File: src/rtl/io_pkg.sv
// Shared constants, FSM state type and BCD helper for the io_output_port block.
package io_pkg;

    localparam logic [1:0] PORT0_SEL = 2'b00;
    localparam logic [1:0] PORT1_SEL = 2'b01;
    localparam logic [1:0] PORT2_SEL = 2'b10;

    localparam logic [6:0] SEG_BLANK = 7'b1111111;

    // Three decimal digits cover the largest legal DATA_W (9 bits, 511).
    localparam int unsigned BCD_W = 12;
    localparam int unsigned CNT_W = 4;

    typedef enum logic [1:0] {
        IDLE  = 2'd0,
        SHIFT = 2'd1,
        DONE  = 2'd2
    } conv_state_e;

    function automatic logic [BCD_W-1:0] bcd_adjust(input logic [BCD_W-1:0] bcd);
        logic [BCD_W-1:0] r;
        r = bcd;
        for (int unsigned i = 0; i < BCD_W / 4; i++) begin
            if (r[i*4 +: 4] >= 4'd5) begin
                r[i*4 +: 4] = r[i*4 +: 4] + 4'd3;
            end
        end
        return r;
    endfunction

endpackage

File: src/rtl/sevenseg_decoder.sv
// Hex digit to active-low gfedcba seven-segment pattern.
module sevenseg_decoder
    import io_pkg::*;
(
    input  logic [3:0] digit_i,
    output logic [6:0] seg_o
);

    always_comb begin
        seg_o = SEG_BLANK;
        unique case (digit_i)
            4'h0: seg_o = 7'b1000000;
            4'h1: seg_o = 7'b1111001;
            4'h2: seg_o = 7'b0100100;
            4'h3: seg_o = 7'b0110000;
            4'h4: seg_o = 7'b0011001;
            4'h5: seg_o = 7'b0010010;
            4'h6: seg_o = 7'b0000010;
            4'h7: seg_o = 7'b1111000;
            4'h8: seg_o = 7'b0000000;
            4'h9: seg_o = 7'b0010000;
            4'hA: seg_o = 7'b0001000;
            4'hB: seg_o = 7'b0000011;
            4'hC: seg_o = 7'b1000110;
            4'hD: seg_o = 7'b0100001;
            4'hE: seg_o = 7'b0000110;
            4'hF: seg_o = 7'b0001110;
        endcase
    end

endmodule

File: src/rtl/io_output_port.sv
// Memory-mapped output ports with double-dabble BCD conversion of port 2 onto hex0..hex2.
// Optional macro IO_LEADING_ZERO_BLANK_EN blanks leading zero digits of the result.
module io_output_port
    import io_pkg::*;
#(
    parameter int unsigned DATA_W      = 8,
    parameter int unsigned IO_BASE_BIT = 7
) (
    input  logic        clock,
    input  logic        resetn,
    input  logic [31:0] addr,
    input  logic [31:0] datain,
    input  logic        wmem,
    output logic [31:0] out_port0,
    output logic [31:0] out_port1,
    output logic [31:0] out_port2,
    output logic        busy,
    output logic [6:0]  hex0,
    output logic [6:0]  hex1,
    output logic [6:0]  hex2,
    output logic [6:0]  hex3,
    output logic [6:0]  hex4,
    output logic [6:0]  hex5
);

    logic        wr_acc;
    logic [1:0]  wr_sel;
    logic        port2_wr;
    logic        unused_addr;

    logic [31:0] port0_q, port1_q, port2_q;

    conv_state_e             state_q, state_d;
    logic [DATA_W-1:0]       bin_q, bin_d;
    logic [BCD_W-1:0]        bcd_q, bcd_d;
    logic [CNT_W-1:0]        cnt_q, cnt_d;
    logic [BCD_W-1:0]        disp_q, disp_d;

    logic [6:0] seg0, seg1, seg2;

    assign wr_acc      = wmem && addr[IO_BASE_BIT];
    assign wr_sel      = addr[3:2];
    assign port2_wr    = wr_acc && (wr_sel == PORT2_SEL);
    assign unused_addr = ^addr;

    always_ff @(posedge clock or negedge resetn) begin
        if (!resetn) begin
            port0_q <= '0;
            port1_q <= '0;
            port2_q <= '0;
        end else if (wr_acc) begin
            unique case (wr_sel)
                PORT0_SEL: port0_q <= datain;
                PORT1_SEL: port1_q <= datain;
                PORT2_SEL: port2_q <= datain;
                default:   ;
            endcase
        end
    end

    always_ff @(posedge clock or negedge resetn) begin
        if (!resetn) begin
            state_q <= IDLE;
            bin_q   <= '0;
            bcd_q   <= '0;
            cnt_q   <= '0;
            disp_q  <= '0;
        end else begin
            state_q <= state_d;
            bin_q   <= bin_d;
            bcd_q   <= bcd_d;
            cnt_q   <= cnt_d;
            disp_q  <= disp_d;
        end
    end

    always_comb begin
        state_d = state_q;
        bin_d   = bin_q;
        bcd_d   = bcd_q;
        cnt_d   = cnt_q;
        disp_d  = disp_q;
        unique case (state_q)
            IDLE: ;
            SHIFT: begin
                {bcd_d, bin_d} = {bcd_adjust(bcd_q), bin_q} << 1;
                cnt_d          = cnt_q + 1'b1;
                if (cnt_q == CNT_W'(DATA_W - 1)) begin
                    state_d = DONE;
                end
            end
            DONE: begin
                disp_d  = bcd_q;
                state_d = IDLE;
            end
            default: state_d = IDLE;
        endcase
        // A new port2 store restarts conversion from any state, including the
        // DONE cycle, so a stale result never reaches the display.
        if (port2_wr) begin
            state_d = SHIFT;
            bin_d   = datain[DATA_W-1:0];
            bcd_d   = '0;
            cnt_d   = '0;
            disp_d  = disp_q;
        end
    end

    assign busy      = (state_q != IDLE);
    assign out_port0 = port0_q;
    assign out_port1 = port1_q;
    assign out_port2 = port2_q;

    sevenseg_decoder u_dig0 (.digit_i(disp_q[3:0]),   .seg_o(seg0));
    sevenseg_decoder u_dig1 (.digit_i(disp_q[7:4]),   .seg_o(seg1));
    sevenseg_decoder u_dig2 (.digit_i(disp_q[11:8]),  .seg_o(seg2));
    sevenseg_decoder u_dig4 (.digit_i(port0_q[3:0]),  .seg_o(hex4));
    sevenseg_decoder u_dig5 (.digit_i(port1_q[3:0]),  .seg_o(hex5));

    assign hex0 = seg0;
    assign hex3 = SEG_BLANK;

`ifdef IO_LEADING_ZERO_BLANK_EN
    assign hex2 = (disp_q[11:8] == 4'd0) ? SEG_BLANK : seg2;
    assign hex1 = ((disp_q[11:8] == 4'd0) && (disp_q[7:4] == 4'd0)) ? SEG_BLANK : seg1;
`else
    assign hex2 = seg2;
    assign hex1 = seg1;
`endif

endmodule

File: config.mk
export PLATFORM = sky130hd
export DESIGN_NAME = io_output_port
export DESIGN_NICKNAME = d
export VERILOG_FILES = /design/src/rtl/io_pkg.sv /design/src/rtl/sevenseg_decoder.sv /design/src/rtl/io_output_port.sv
export SDC_FILE = /design/constraint.sdc
export NUM_CORES = 1
export LEC_CHECK = 0
export BUFFER_PORTS_ARGS = -buffer_cell sky130_fd_sc_hd__buf_4
export CORE_MARGIN = 4
export CORE_UTILIZATION = 55
export DETAILED_ROUTE_END_ITERATION = 12
export GPL_TIMING_DRIVEN = 1
export PLACE_DENSITY = 0.92
export SLEW_MARGIN = 10
export SYNTH_ARGS = -nofsm -noshare
export SYNTH_HDL_FRONTEND = slang
export SYNTH_SLANG_ARGS = --single-unit
export TNS_END_PERCENT = 1
File: constraint.sdc
create_clock -name clock -period 3.55 [get_ports clock]
set_input_delay 0.355 -clock clock [delete_from_list [all_inputs] [get_ports clock]]
set_output_delay 0.355 -clock clock [all_outputs]
set_load 0.005 [all_outputs]
Word level (Yosys, flattened, before mapping)

Memories as Yosys holds them, arrays and structs flattened.
Index checks and enable logic that the tools add are counted.

Muxes and demuxes: 12
Bitwise operators: 1
Equality and inequality tests: 7
$lt $le $gt $ge: 3
$add $sub $neg: 4
Reductions and logical operators: 11

Operator list:

| operator            | number |
|---|---|
| $mux 12             | 2 |
| $mux 4              | 4 |
| $mux 8              | 2 |
| $ge 4x3->1 const B  | 3 |
| $reduce_and 2->1    | 5 |
| $add 4x2->4 const B | 2 |
| $add 4x1->4 const B | 1 |
| $eq 2x1->1 const B  | 2 |
| $eq 2x2->1 const B  | 2 |
| $eq 4x3->1 const B  | 1 |
| $logic_not 2->1     | 2 |
| $mux 2              | 2 |
| $pmux 2 s2          | 1 |
| $reduce_bool 2->1   | 2 |
| $add 3x2->3 const B | 1 |
| $mux 3              | 1 |
| $ne 3x3->1 const B  | 1 |
| $logic_and 1x1->1   | 2 |
| $ne 2x2->1 const B  | 1 |
| $not 1->1           | 1 |

Input port bits: 67
Register bits after elaboration: 134
Word-level logic and storage cells: 51
Output and inout bits: 139
ROM bits: 560
Memories kept: 5

Memory list:

| memory          | depth | bits a word | rd ports | clocked after memory_dff | wr ports | RTL line               | RTL |
|---|---|---|---|---|---|---|---|
| (no name shown) | 16    | 7           | 1        | 0                        | 0        | sevenseg_decoder.sv:11 | `unique case (digit_i)` |
| (no name shown) | 16    | 7           | 1        | 0                        | 0        | sevenseg_decoder.sv:11 |  |
| (no name shown) | 16    | 7           | 1        | 0                        | 0        | sevenseg_decoder.sv:11 |  |
| (no name shown) | 16    | 7           | 1        | 0                        | 0        | sevenseg_decoder.sv:11 |  |
| (no name shown) | 16    | 7           | 1        | 0                        | 0        | sevenseg_decoder.sv:11 |  |

Depth between registers and ports, before layout

Depth after elaboration: 4
Mapped depth: 6
Depth with buffers taken out: 6

Cells and area by module

A second synthesis with hierarchy kept.

Cell total of the unflattened synthesis: 609
Area, all modules: 6791.5 µm²

Modules (own cells, without submodules):

| module           | area each (µm²) | instances | seq. area each (µm²) | cells an instance |
|---|---|---|---|---|
| io_output_port   | 5415.2          | 1         | 3353.2               | 449 |
| sevenseg_decoder | 275.3           | 5         | 0.0                  | 32 |

Worst setup path after synthesis

Ideal clock, no wire load.

Path type: register to output
Start: register port0_q[1] (netlist: out_port0[1])
End: output hex4[0]
Data required time: 3.195 ns
Stages on the path, launching flop included: 6
Setup slack: 1.828 ns
Buffers on the path: 0
Arrival: 1.367 ns
Cell sequence: dfrtp_1 -> inv_1 -> ha_1 -> nor2b_1 -> or3b_2 -> o21ai_0

Longest elaborated chain between the ends: 1

RTL lines:

| element                | RTL line             | RTL |
|---|---|---|
| start, declared        | io_output_port.sv:31 | `logic [31:0] port0_q, port1_q, port2_q;` |
| start signal, assigned | io_output_port.sv:53 | `PORT0_SEL: port0_q <= datain;` |
| $mem_v2 16x7           | n/a                  |  |
| end, declared          | io_output_port.sv:22 | `output logic [6:0] hex4,` |

No other way between the ends.

Worst setup path in the final report

Start: register port1_q[1] (netlist: out_port1[1])
End: output hex5[0]

Longest elaborated chain between the ends: 1

RTL lines:

| element                | RTL line             | RTL |
|---|---|---|
| start, declared        | io_output_port.sv:31 |  |
| start signal, assigned | io_output_port.sv:54 | `PORT1_SEL: port1_q <= datain;` |
| $mem_v2 16x7           | n/a                  |  |
| end, declared          | io_output_port.sv:23 | `output logic [6:0] hex5` |

No other way between the ends.

==> reports/results.txt <==
status: complete, no violations
drt drc: 0
Routed Wire Length: 16,860 um
# port buffers: 169
register area: 3353 um^2
library cells used by synthesis: 42
clock sink count: 134
Cell Rows: 40
Die Wd: 118.5 um
Max-Slew Margin vs Limit: 21.33%
Post-Syn Area: 6721 um^2
Final setup violation count: 0
number of DRC markers in iteration 0: 242
clock buffer depth: 2
unrepaired setup endpoints after global routing: false
Setup Buffers After CTS: 0
io pins: 206
crit path cell chain: inv_1 -> ha_1 -> nor2b_1 -> or3b_2 -> o21ai_0 -> buf_4
PnR Total Power: 6.464 mW
Buf/Inv on CP: 2
Skew-Pair Late Insertion Delay: 0.41 ns
Max Transition Viols Final: 0
cts hold-fix bufs: 0
Worst Setup End Kind: output pin
setup slack, reg-to-reg: 1.64 ns
GRT Resource Usage Total: 24.10%
max-cap violations: 0
DP Wirelength: 11,480 um
Hold WC Path Type: in2async
Post-Synthesis Cells: 608
required time worst endpoint: 3.19 ns
Fill cells: 793
CP arrival: 2.06 ns
fin nets: 872
post-route setup slack: 1.140 ns
Slew @ Worst Pin: 1.175 ns
Die Y: 118.5 um
commonest non-fill, non-tap cells in the layout: buf_4, dfrtp_1, nand2_1
DR pass1 iterations: 7
Avg Synthesized Cell Area: 11.06 um^2
global-route wire length before repair: 27,510 um
vias: 5,170
Initial Util: 55.96%
worst-path maximum fanout: 7
P&R area growth vs syn: 28.52%
antenna violations before repair: 0
layout cells sized above 1: 37.00%
total grt overflow: 0
Core Box Area: 12,010 um^2
Clock transition at path regs: 0.06 ns
Layout Cell Area excl Fill: 8638 um^2
Final Util: 71.92%
Clk Tree Root Cell: clkbuf_16
crit path time final: 2.410 ns
Gates resized, CTS repair: 0
Die ar.: 14,050 um^2
DR WL/cell: 18.17 um
CP delay by family, top: simple AND/OR/NAND/NOR gates
Leak: 4.278 nW
GPL Wtd Cong: 0.7877
Synth Flop Type: dfrtp_1
H-tree depth: 4
largest net degree at the start of global routing: 72
drt via density: 5.571
Worst VDD drop: 524.3 uV
CTS tree: yes
EDFF count, synth: 0
Cell Area, Placed: 7976 um^2
Final Hold Fails: 0
CP startpoint kind: flop
YS warnings: 0
FF+latch count, synth: 134
setup TNS: 0 ns
Fmax: 414.9 MHz
area of the multi-input gates: 3034 um^2
Tcrit/Tclk final: 67.90%
Seq/Total Area, Yosys: 49.89%
Async S/R FF share, synth: 100.0%
CTS Buf Count: 17
final antenna-violating net count: 0
number of inserted diodes: 0
commonest non-fill, non-tap cell in the layout: buf_4
CP peak stage delay: 0.46 ns
kind of critical path: reg2out
dpl ws: 1.302 ns
number of global-route vias before repair: 5,549
pwr/cell area: 748.3 nW/um^2
CP max stage cell: dfrtp_1
skew final: 0.006761 ns
==> per-layer routing <==
metal  up-vias  part of all wire [%]  wire (um)  global-route usage (%)
met5         -                     0          0                       0
met4         0                   2.5        420                   9.341
met3        41                   7.4       1255                   7.751
met2       198                    53       8861                   43.02
met1      2542                    38       6326                   26.59
li1       2389                     -          -                       -
==> final timing paths <==
path,from,end,cells past startpoint
setup reg to reg,state_q[1],cnt_q[3],4
hold / removal,resetn,out_port1[31],1
min in group clock,datain[26],out_port2[26],3
setup / recovery,out_port1[1],hex5[0],6
max in group asynchronous,resetn,out_port0[16],2
hold reg to reg,out_port2[26],out_port2[26],2
==> cell type report <==
type | count | area share [%]
inverter | 25 | 1.086
clock inverter | 14 | 2.578
multi-input combinational | 417 | 35.12
timing repair buffer | 173 | 15.18
tap | 147 | 2.129
sequential | 134 | 38.82
clock buffer | 18 | 5.084
==> worst reg2reg max path: stages (launching register included) <==
cell and delay [ns]:
dfrtp_1 0.41, nor2b_2 0.92, nand4_1 0.21, xor2_1 0.18
nor2_1 0.05
==> cell families (layout without fill, tap and decap cells) <==
family | after synthesis | in the layout | share of synthesized area [%]
adder cells (fa/ha/maj) | 37 | 37 | 6.888
AO/OA/AOI/OAI | 75 | 75 | 6.962
AND/OR/NAND/NOR | 199 | 199 | 13.79
XOR/XNOR | 5 | 5 | 0.6515
buffers and inverters | 63 | 230 | 5.343
multiplexers | 94 | 94 | 16.42
flip-flops | 134 | 134 | 49.89
other | 1 | 7 | 0.05579
==> sequential cells by signal, indices dropped and copies added, names as in the netlist <==
register and cells:
out_port1 32, bin_q 8, cnt_q 4, state_q 2, bcd_q 12, out_port2 32, disp_q 12, out_port0 32
==> per-stage QoR <==
| step | instances | hold slack (ns) |
|---|---|---|
| after floorplan | 614 | 0.05941 |
| after global placement | 896 | 0.4581 |
| after detailed placement | 896 | 0.4654 |
| after CTS | 928 | 0.06039 |
| after global routing | 928 | 0.09339 |
| final | 928 | 0.02998 |
==> power breakdown <==
part	leakage (nW)	internal, mW	total, mW	switching, mW
clock	0.318	1.27	1.95	0.676
sequential	1.67	1.92	2.31	0.393
combinational	2.29	1.20	2.20	1.00
total	4.28	4.39	6.46	2.07
==> cell usage after synthesis, types with 2 or more instances <==
| library cell | n | share of area [%] |
|---|---|---|
| a21oi_1 | 16 | 1.2 |
| a22o_1 | 8 | 1.0 |
| a32o_1 | 3 | 0.45 |
| buf_2 | 11 | 0.82 |
| buf_4 | 11 | 1.2 |
| buf_6 | 9 | 1.5 |
| clkbuf_1 | 7 | 0.39 |
| dfrtp_1 | 134 | 50 |
| ha_1 | 37 | 6.9 |
| inv_1 | 25 | 1.4 |
| mux2_1 | 2 | 0.34 |
| mux2_2 | 62 | 10 |
| mux2_4 | 4 | 0.89 |
| mux2i_1 | 21 | 3.1 |
| mux4_2 | 5 | 1.7 |
| nand2_1 | 118 | 6.6 |
| nand2_2 | 2 | 0.19 |
| nand2b_1 | 9 | 0.84 |
| nand3_1 | 10 | 0.74 |
| nand4_1 | 7 | 0.65 |
| nor2_1 | 28 | 1.6 |
| nor2b_1 | 8 | 0.74 |
| o211ai_1 | 2 | 0.22 |
| o21ai_0 | 27 | 2.0 |
| o21ai_1 | 2 | 0.15 |
| o22ai_1 | 6 | 0.56 |
| o311ai_1 | 5 | 0.65 |
| o31ai_1 | 2 | 0.22 |
| o41ai_1 | 2 | 0.26 |
| or2_2 | 3 | 0.28 |
| or3b_2 | 3 | 0.39 |
| or4_1 | 6 | 0.67 |
| xor2_1 | 4 | 0.52 |
Note: power is estimated with default switching activity, not from simulation.
